### src/rtl/ir_queue.sv
// ir_queue: DEPTH-entry instruction prefetch FIFO exposing head opcode and extended operand.
// Revision 1.0
`default_nettype none

module ir_queue #(
  parameter int INSTR_W = 8,
  parameter int OPC_W   = 4,
  parameter int DATA_W  = 8,
  parameter int DEPTH   = 4
) (
  input  logic                       clk,
  input  logic                       clr,
  input  logic                       li,
  input  logic [INSTR_W-1:0]         i,
  input  logic                       nxt,
  input  logic                       ei,
  input  logic                       sx,
  output logic [OPC_W-1:0]           ctrl,
  output logic [DATA_W-1:0]          bus,
  output logic                       bus_oe,
  output logic                       ir_valid,
  output logic                       full,
  output logic [$clog2(DEPTH+1)-1:0] count,
  output logic                       ovf
);

  localparam int PTR_W = $clog2(DEPTH);
  localparam int CNT_W = $clog2(DEPTH+1);
  localparam int OPR_W = INSTR_W - OPC_W;

  logic [INSTR_W-1:0] mem [DEPTH];
  logic [PTR_W-1:0]   rd_ptr;
  logic [PTR_W-1:0]   wr_ptr;
  logic               push;
  logic               pop;
  logic [INSTR_W-1:0] head;
  logic [OPR_W-1:0]   opr;
  logic [DATA_W-1:0]  ext;

  assign ir_valid = (count != '0);
  assign full     = (count == CNT_W'(DEPTH));
  // A full queue still accepts a load when the head retires on the same edge.
  assign pop      = nxt & ir_valid;
  assign push     = li & (~full | nxt);

  always_ff @(posedge clk or negedge clr) begin
    if (!clr) begin
      rd_ptr <= '0;
      wr_ptr <= '0;
      count  <= '0;
      ovf    <= 1'b0;
    end else begin
      if (push) wr_ptr <= PTR_W'(wr_ptr + 1'b1);
      if (pop)  rd_ptr <= PTR_W'(rd_ptr + 1'b1);
      if (push && !pop)      count <= CNT_W'(count + 1'b1);
      else if (pop && !push) count <= CNT_W'(count - 1'b1);
      if (li && full && !nxt) ovf <= 1'b1;
    end
  end

  // Storage is not reset; it is only observable through the ir_valid gating below.
  always_ff @(posedge clk) begin
    if (push) mem[wr_ptr] <= i;
  end

  assign head = mem[rd_ptr];
  assign opr  = head[OPR_W-1:0];

  always_comb begin
    ext = '0;
    ext[OPR_W-1:0] = opr;
    for (int b = OPR_W; b < DATA_W; b++) ext[b] = sx & opr[OPR_W-1];
  end

  assign ctrl   = ir_valid ? head[INSTR_W-1 -: OPC_W] : '0;
  assign bus_oe = ei & ir_valid;
  assign bus    = bus_oe ? ext : '0;

endmodule

`default_nettype wire

### config.mk
export PLATFORM = sky130hd
export DESIGN_NAME = ir_queue
export DESIGN_NICKNAME = d
export VERILOG_FILES = /design/src/rtl/ir_queue.sv
export SDC_FILE = /design/constraint.sdc
export NUM_CORES = 1
export LEC_CHECK = 0
export ABC_AREA = 1
export CAP_MARGIN = 20
export CORE_MARGIN = 8
export CORE_UTILIZATION = 38
export DETAILED_ROUTE_END_ITERATION = 10
export GPL_TIMING_DRIVEN = 0
export PLACE_DENSITY_LB_ADDON = 0.3
export SLEW_MARGIN = 10
export SYNTH_ARGS = -nofsm -noshare
export SYNTH_HDL_FRONTEND = slang
export SYNTH_SLANG_ARGS = --single-unit
export TNS_END_PERCENT = 50
### constraint.sdc
create_clock -name clk -period 2.7 [get_ports clk]
set_input_delay 0.27 -clock clk [delete_from_list [all_inputs] [get_ports clk]]
set_output_delay 0.27 -clock clk [all_outputs]
set_load 0.02 [all_outputs]
==> results of run 1 <==
## power by group through the flow
stage                     registers (mW)  clock network [mW]  logic, mW
after floorplan                    0.937                   0      0.777
after global placement             0.912                   0       1.27
after detailed placement           0.913                   0       1.28
after CTS                          0.901               0.472       1.28
after global routing               0.916               0.502       1.39
final                              0.899               0.459       1.26
## kinds of logic (layout without fill, tap and decap cells)
family	count (synthesis)	count (layout)	synth area share [%]
buffers and inverters	27	67	9.313
XOR/XNOR	3	3	1.428
multiplexers	1	1	0.6118
AO/OA/AOI/OAI	17	17	4.758
flip-flops	40	40	63.09
AND/OR/NAND/NOR	73	73	16.31
adder cells (fa/ha/maj)	6	6	4.487
## final cells by class
cell class	instances	share of cell area, %
sequential	40	49.73
multi-input combinational	100	21.76
timing repair buffer	32	13.72
buffer	7	3.805
inverter	20	3.537
clock buffer	5	2.947
tap	54	2.894
clock inverter	3	1.608
## flip-flops by register name (all words and copies together), names as in the netlist
| name | flops |
|---|---|
| ovf | 1 |
| mem | 32 |
| count | 3 |
| rd_ptr | 2 |
| wr_ptr | 2 |
## Yosys cell counts, drive strengths merged
master,count,area [µm²]
a21oi,8,40.04
buf,7,88.83
dfrtp,8,200.2
edfxtp,32,960.9
fa,1,20.02
ha,5,62.56
inv,20,82.58
mux2,1,11.26
nand2,47,186.4
nand3,3,15.01
nand3b,1,7.510
nand4,1,6.260
nor2,20,80.07
nor3,1,5.000
o21ai,8,40.03
o21bai,1,7.510
xnor2,1,8.760
xor2,2,17.52
## cell usage in the layout (no fill, tap or decap), types with 3 or more instances in the layout
master and n:
nand2_1 43, clkdlybuf4s50_1 32, edfxtp_1 32, nor2_1 18, inv_1 17, a21oi_1 8
dfrtp_1 8, o21ai_0 5, ha_1 5, clkbuf_8 5, nand2_2 4, nand3_1 3
o21ai_1 3, buf_4 3
## per-stage QoR
step / cell area (µm²) / instances / setup slack, ns / hold slack, ns / utilization, %
global placement: 2228 / 253 / 0.4719 / 0.4603 / 47.49
global route: 2335 / 261 / 0.1161 / 0.3151 / 49.76
detailed placement: 2228 / 253 / 0.4441 / 0.4774 / 47.49
CTS: 2335 / 261 / 0.2842 / 0.2864 / 49.76
floorplan: 1841 / 167 / 0.6937 / -0.02559 / -
finish: 2335 / 261 / 0.3158 / 0.2778 / 49.76
## routing by layer
metal	global-route usage [%]	up-vias	routed length, µm
met5	0	-	0
met4	5.255	0	40
met3	3.916	5	302
met2	14.95	35	1519
met1	13.43	524	1661
li1	-	617	-
## worst max-delay path, cell delays in order (launching register included)
cell             delay (ns)
dfrtp_1                0.45
nor2_1                 0.09
nand2_2                0.14
nand2_1                0.18
nor2_1                 0.25
buf_4                  0.14
clkdlybuf4s50_1        0.59
## worst paths after layout
check / startpoint / end / slack [ns]
worst max register to register: count[0] / count[1] / 0.64
worst max-delay path: count[0] / bus[7] / 0.32
max in group asynchronous: clr / count[1] / 2.13
worst min-delay path: clr / ovf / 0.28
min in group clk: ovf / ovf / 0.48
worst min register to register: ovf / ovf / 0.48
==> flow_metrics.tcl, run 1 <==
set metrics [dict create \
    wl_per_cell_um 13.50 \
    dieArea_um2 7327 \
    clock_latency_ns 0.28 \
    syn_area_per_cell_um2 11.02 \
    start_util_pct 39.23 \
    cts_max_level 2 \
    vias_per_cell 4.525 \
    first_iter_violations 65 \
    cts-resized-gates 0 \
    cp_data_arrival_time_ns 2.11 \
    combPwrFrac_pct 48.1 \
    drv_cap 0 \
    drive_above_1_share_pct 11.11 \
    crit_fanout 6 \
    layout.nets 226 \
    pwr-share-clk_pct 17.5 \
    irDropWorstVdd_mv 0.6355 \
    path_class "reg2out" \
    multi_input_area_um2 508.0 \
    min_period_over_period_pct 88.31 \
    ctsHoldBuffers 0 \
    n_fill_cell 433 \
    tightest_slew_ns 0.8219 \
    ys_seq_area_share_pct 63.09 \
    io_buffers 32 \
    fin_skew_ns 0.009656 \
    p_switching_mw 0.9695 \
    numCtsBuffers 5 \
    startpoint_type "flop" \
    root_buffer "clkbuf_8" \
    power_density_nw_per_um2 1120 \
    ios 33 \
    power.share.sequential_pct 34.4 \
    status "finished, final reports clean" \
    dp_hpwl_um 2481 \
    cts.clk_slew.worst_paths_ns 0.07 \
    synth_seq_cells 40 \
    hold_violations 0 \
    crit_path_end_kind "output port" \
    place.gp.congestion 0.7176 \
    fin_crit_ns 2.384 \
    fp.dieW_um 85.60 \
    hold_class "in2async" \
    clkSinkCount 40 \
    drt-total-wl_um 3523 \
    grt_pass1_vias 1181 \
    power.total_mw 2.615 \
    die_y_um 85.60 \
    yosysUniqueCellTypes 26 \
    grt_use_total_pct 10.45 \
    swShare_pct 37.07 \
    routed-via-count 1181 \
    rows 25 \
    synth_area_um2 1841 \
    cts_buffer_depth 2 \
    p_int_mw 1.646 \
    area_growth_pct 26.85 \
    grt_overflow 0 \
    maxSlewHeadroom_pct 45.01 \
    cts_tree "yes" \
    synthCells 167 \
    maxSlewViolCount 0 \
    drc 0 \
    grt_antenna_before_repair 0 \
    worst_r2r_path_depth 8 \
    ant_nets 0 \
    insertedDiodeCount 0 \
    grt_pass1_wl_um 5899 \
    design.core.area_um2 4692 \
    synth_nets 187 \
    regArea_um2 1161 \
    fmax_mhz 419.4 \
    yosys_warnings 0 \
    leakagePower_nw 0.9643 \
    worstPathRequired_ns 2.43 \
    rsz0062_at_grt "false" \
    post-cts-setup-buffers 0 \
    first_pass_iters 4 \
    tns_ns 0 \
    grt_max_degree 13 \
    setup_viol 0 \
]
Power figures use the tool's default switching activity.
==> inputs of run 2 (changes only) <==
--- a/config.mk
+++ b/config.mk
@@ -10,6 +10,7 @@
 export CORE_MARGIN = 8
 export CORE_UTILIZATION = 38
 export DETAILED_ROUTE_END_ITERATION = 10
+export DONT_BUFFER_PORTS = 1
 export GPL_TIMING_DRIVEN = 0
 export PLACE_DENSITY_LB_ADDON = 0.3
 export SLEW_MARGIN = 10
==> flow_metrics.tcl, run 2 (synthesized netlist as in run 1, its figures left out) <==
set metrics [dict create \
    setup_viol 0 \
    clock_latency_ns 0.29 \
    status "finished, final reports clean" \
    max_stage_delay_ns 0.56 \
    cts_buffer_depth 2 \
    grt_pass1_wl_um 5865 \
    maxSlewViolCount 0 \
    drc 0 \
    hold_class "in2reg" \
    final_common_cell "nand2_1" \
    grt_antenna_before_repair 0 \
    stdcell_count 230 \
    largest_reg_flops 32 \
    fin_crit_ns 2.393 \
    crit_path_end_kind "output port" \
    crit_top_cell "nor2_1" \
    vias_per_cell 4.848 \
    hold_violations 0 \
    ant_nets 0 \
    rsz0062_at_grt "false" \
    maxSlewHeadroom_pct 43.30 \
    place_inst 221 \
    final_area_um2 2034 \
    design.core.area_um2 4692 \
    grt_overflow 0 \
    leakagePower_nw 0.8521 \
    wl_per_cell_um 15.54 \
    root_buffer "clkbuf_8" \
    drt-total-wl_um 3574 \
    worst_r2r_path_depth 8 \
    regMostFlops "mem" \
    grt_pass1_vias 1154 \
    multi_input_area_um2 508.0 \
    fmax_mhz 417.9 \
    min_period_over_period_pct 88.62 \
    insertedDiodeCount 0 \
    n_fill_cell 435 \
    grt.busiest_layer "met2" \
    worstHoldPathCells 0 \
    routed-via-count 1115 \
    mostFrequentLayoutCells "43 x nand2_1, 32 x edfxtp_1, 18 x nor2_1" \
    cp_data_arrival_time_ns 2.12 \
    post-cts-setup-buffers 0 \
    die_y_um 85.60 \
    use_met3_pct 5.062 \
    ios 33 \
    reg_top3 "mem: 32 flops, count: 3 flops" \
    met2_usage_pct 16.22 \
    fin_skew_ns 0.006411 \
    tns_ns 0 \
    fp.dieW_um 85.60 \
    crit_fanout 6 \
    first_iter_violations 63 \
    io_buffers 0 \
    first_pass_iters 4 \
    drive_above_1_share_pct 13.64 \
    irDropWorstVdd_mv 0.5451 \
    rows 25 \
    cts_max_level 2 \
    layout.nets 195 \
    worstPathRequired_ns 2.43 \
    grt_max_degree 13 \
    slowest_stage "dfrtp_1" \
    numCtsBuffers 5 \
    place_area_um2 1908 \
    startpoint_type "flop" \
    cts_tree "yes" \
    dieArea_um2 7327 \
    power_density_nw_per_um2 1172 \
    drv_cap 0 \
    area_growth_pct 10.54 \
    dp_hpwl_um 2517 \
    regArea_um2 1161 \
    tightest_slew_ns 0.8474 \
    use_met1_pct 12.22 \
    place.gp.congestion 0.7325 \
    path_class "reg2out" \
    grt_use_total_pct 10.66 \
    crit_chain "nor2_1 -> nand2_2 -> nand2_1 -> nor2_1 -> buf_4" \
    clkSinkCount 40 \
    start_util_pct 39.23 \
    cts.clk_slew.worst_paths_ns 0.08 \
]
## run 2: cell count changes in the layout (fill, tap and decap cells not counted), sizes merged
cell           change
clkinv             -1
dlygate4sd3        +1
clkdlybuf4s50     -32
clkbuf             +1
## run 2: power breakdown
group          internal, mW  switching (mW)  leakage (nW)  total, mW
registers             0.824           0.123         0.386      0.946
clock network         0.297           0.196        0.0588      0.494
logic                 0.320           0.624         0.407      0.944
## run 2: metal layers
metal  share of wire (%)  wire (µm)
met5                   0          0
met3                  11        406
met1                  41       1463
met4                 1.8         64
met2                  46       1639
## run 2: final timing paths
kind	startpoint	end	slack, ns
max reg2reg	count[0]	count[1]	0.54
max	count[0]	bus[5]	0.31
max in group asynchronous	clr	count[1]	2.09
min	i[4]	mem[1][4]	0.07
min in group asynchronous	clr	count[2]	0.33
min reg2reg	rd_ptr[1]	rd_ptr[1]	0.55
## run 2: metrics by stage
step                setup slack (ns)  power, mW  hold slack, ns  util (%)
floorplan                     0.6937      1.714        -0.02559         -
global placement              0.5794      1.889        -0.02528     40.67
detailed placement            0.5544      1.915        -0.02531     40.67
CTS                           0.2649      2.413         0.05750     43.36
global route                  0.1180      2.566         0.04554     43.36
finish                        0.3073      2.384         0.06901     43.36
## run 2: what timing repair did
item                                   4_1_cts  5_1_grt
resized for setup                            0        0
hold buffers                                 1        0
endpoints found under the hold margin        8        0
## run 2: area by class of cell
class,instances,area share [%]
multi-input cells,100,24.97
clock buffers,6,4.059
inverters,20,4.059
plain buffers,7,4.367
repair buffers,1,0.4920
flip-flops and latches,40,57.07
clock inverters,2,1.661
well taps,54,3.321
## run 2: worst max-delay path, delay by kind of cell (launching register included)
kind	cells	cell delay (ns)
AND/OR/NAND/NOR	4	1.03
flip-flops	1	0.56
buffers and inverters	1	0.24
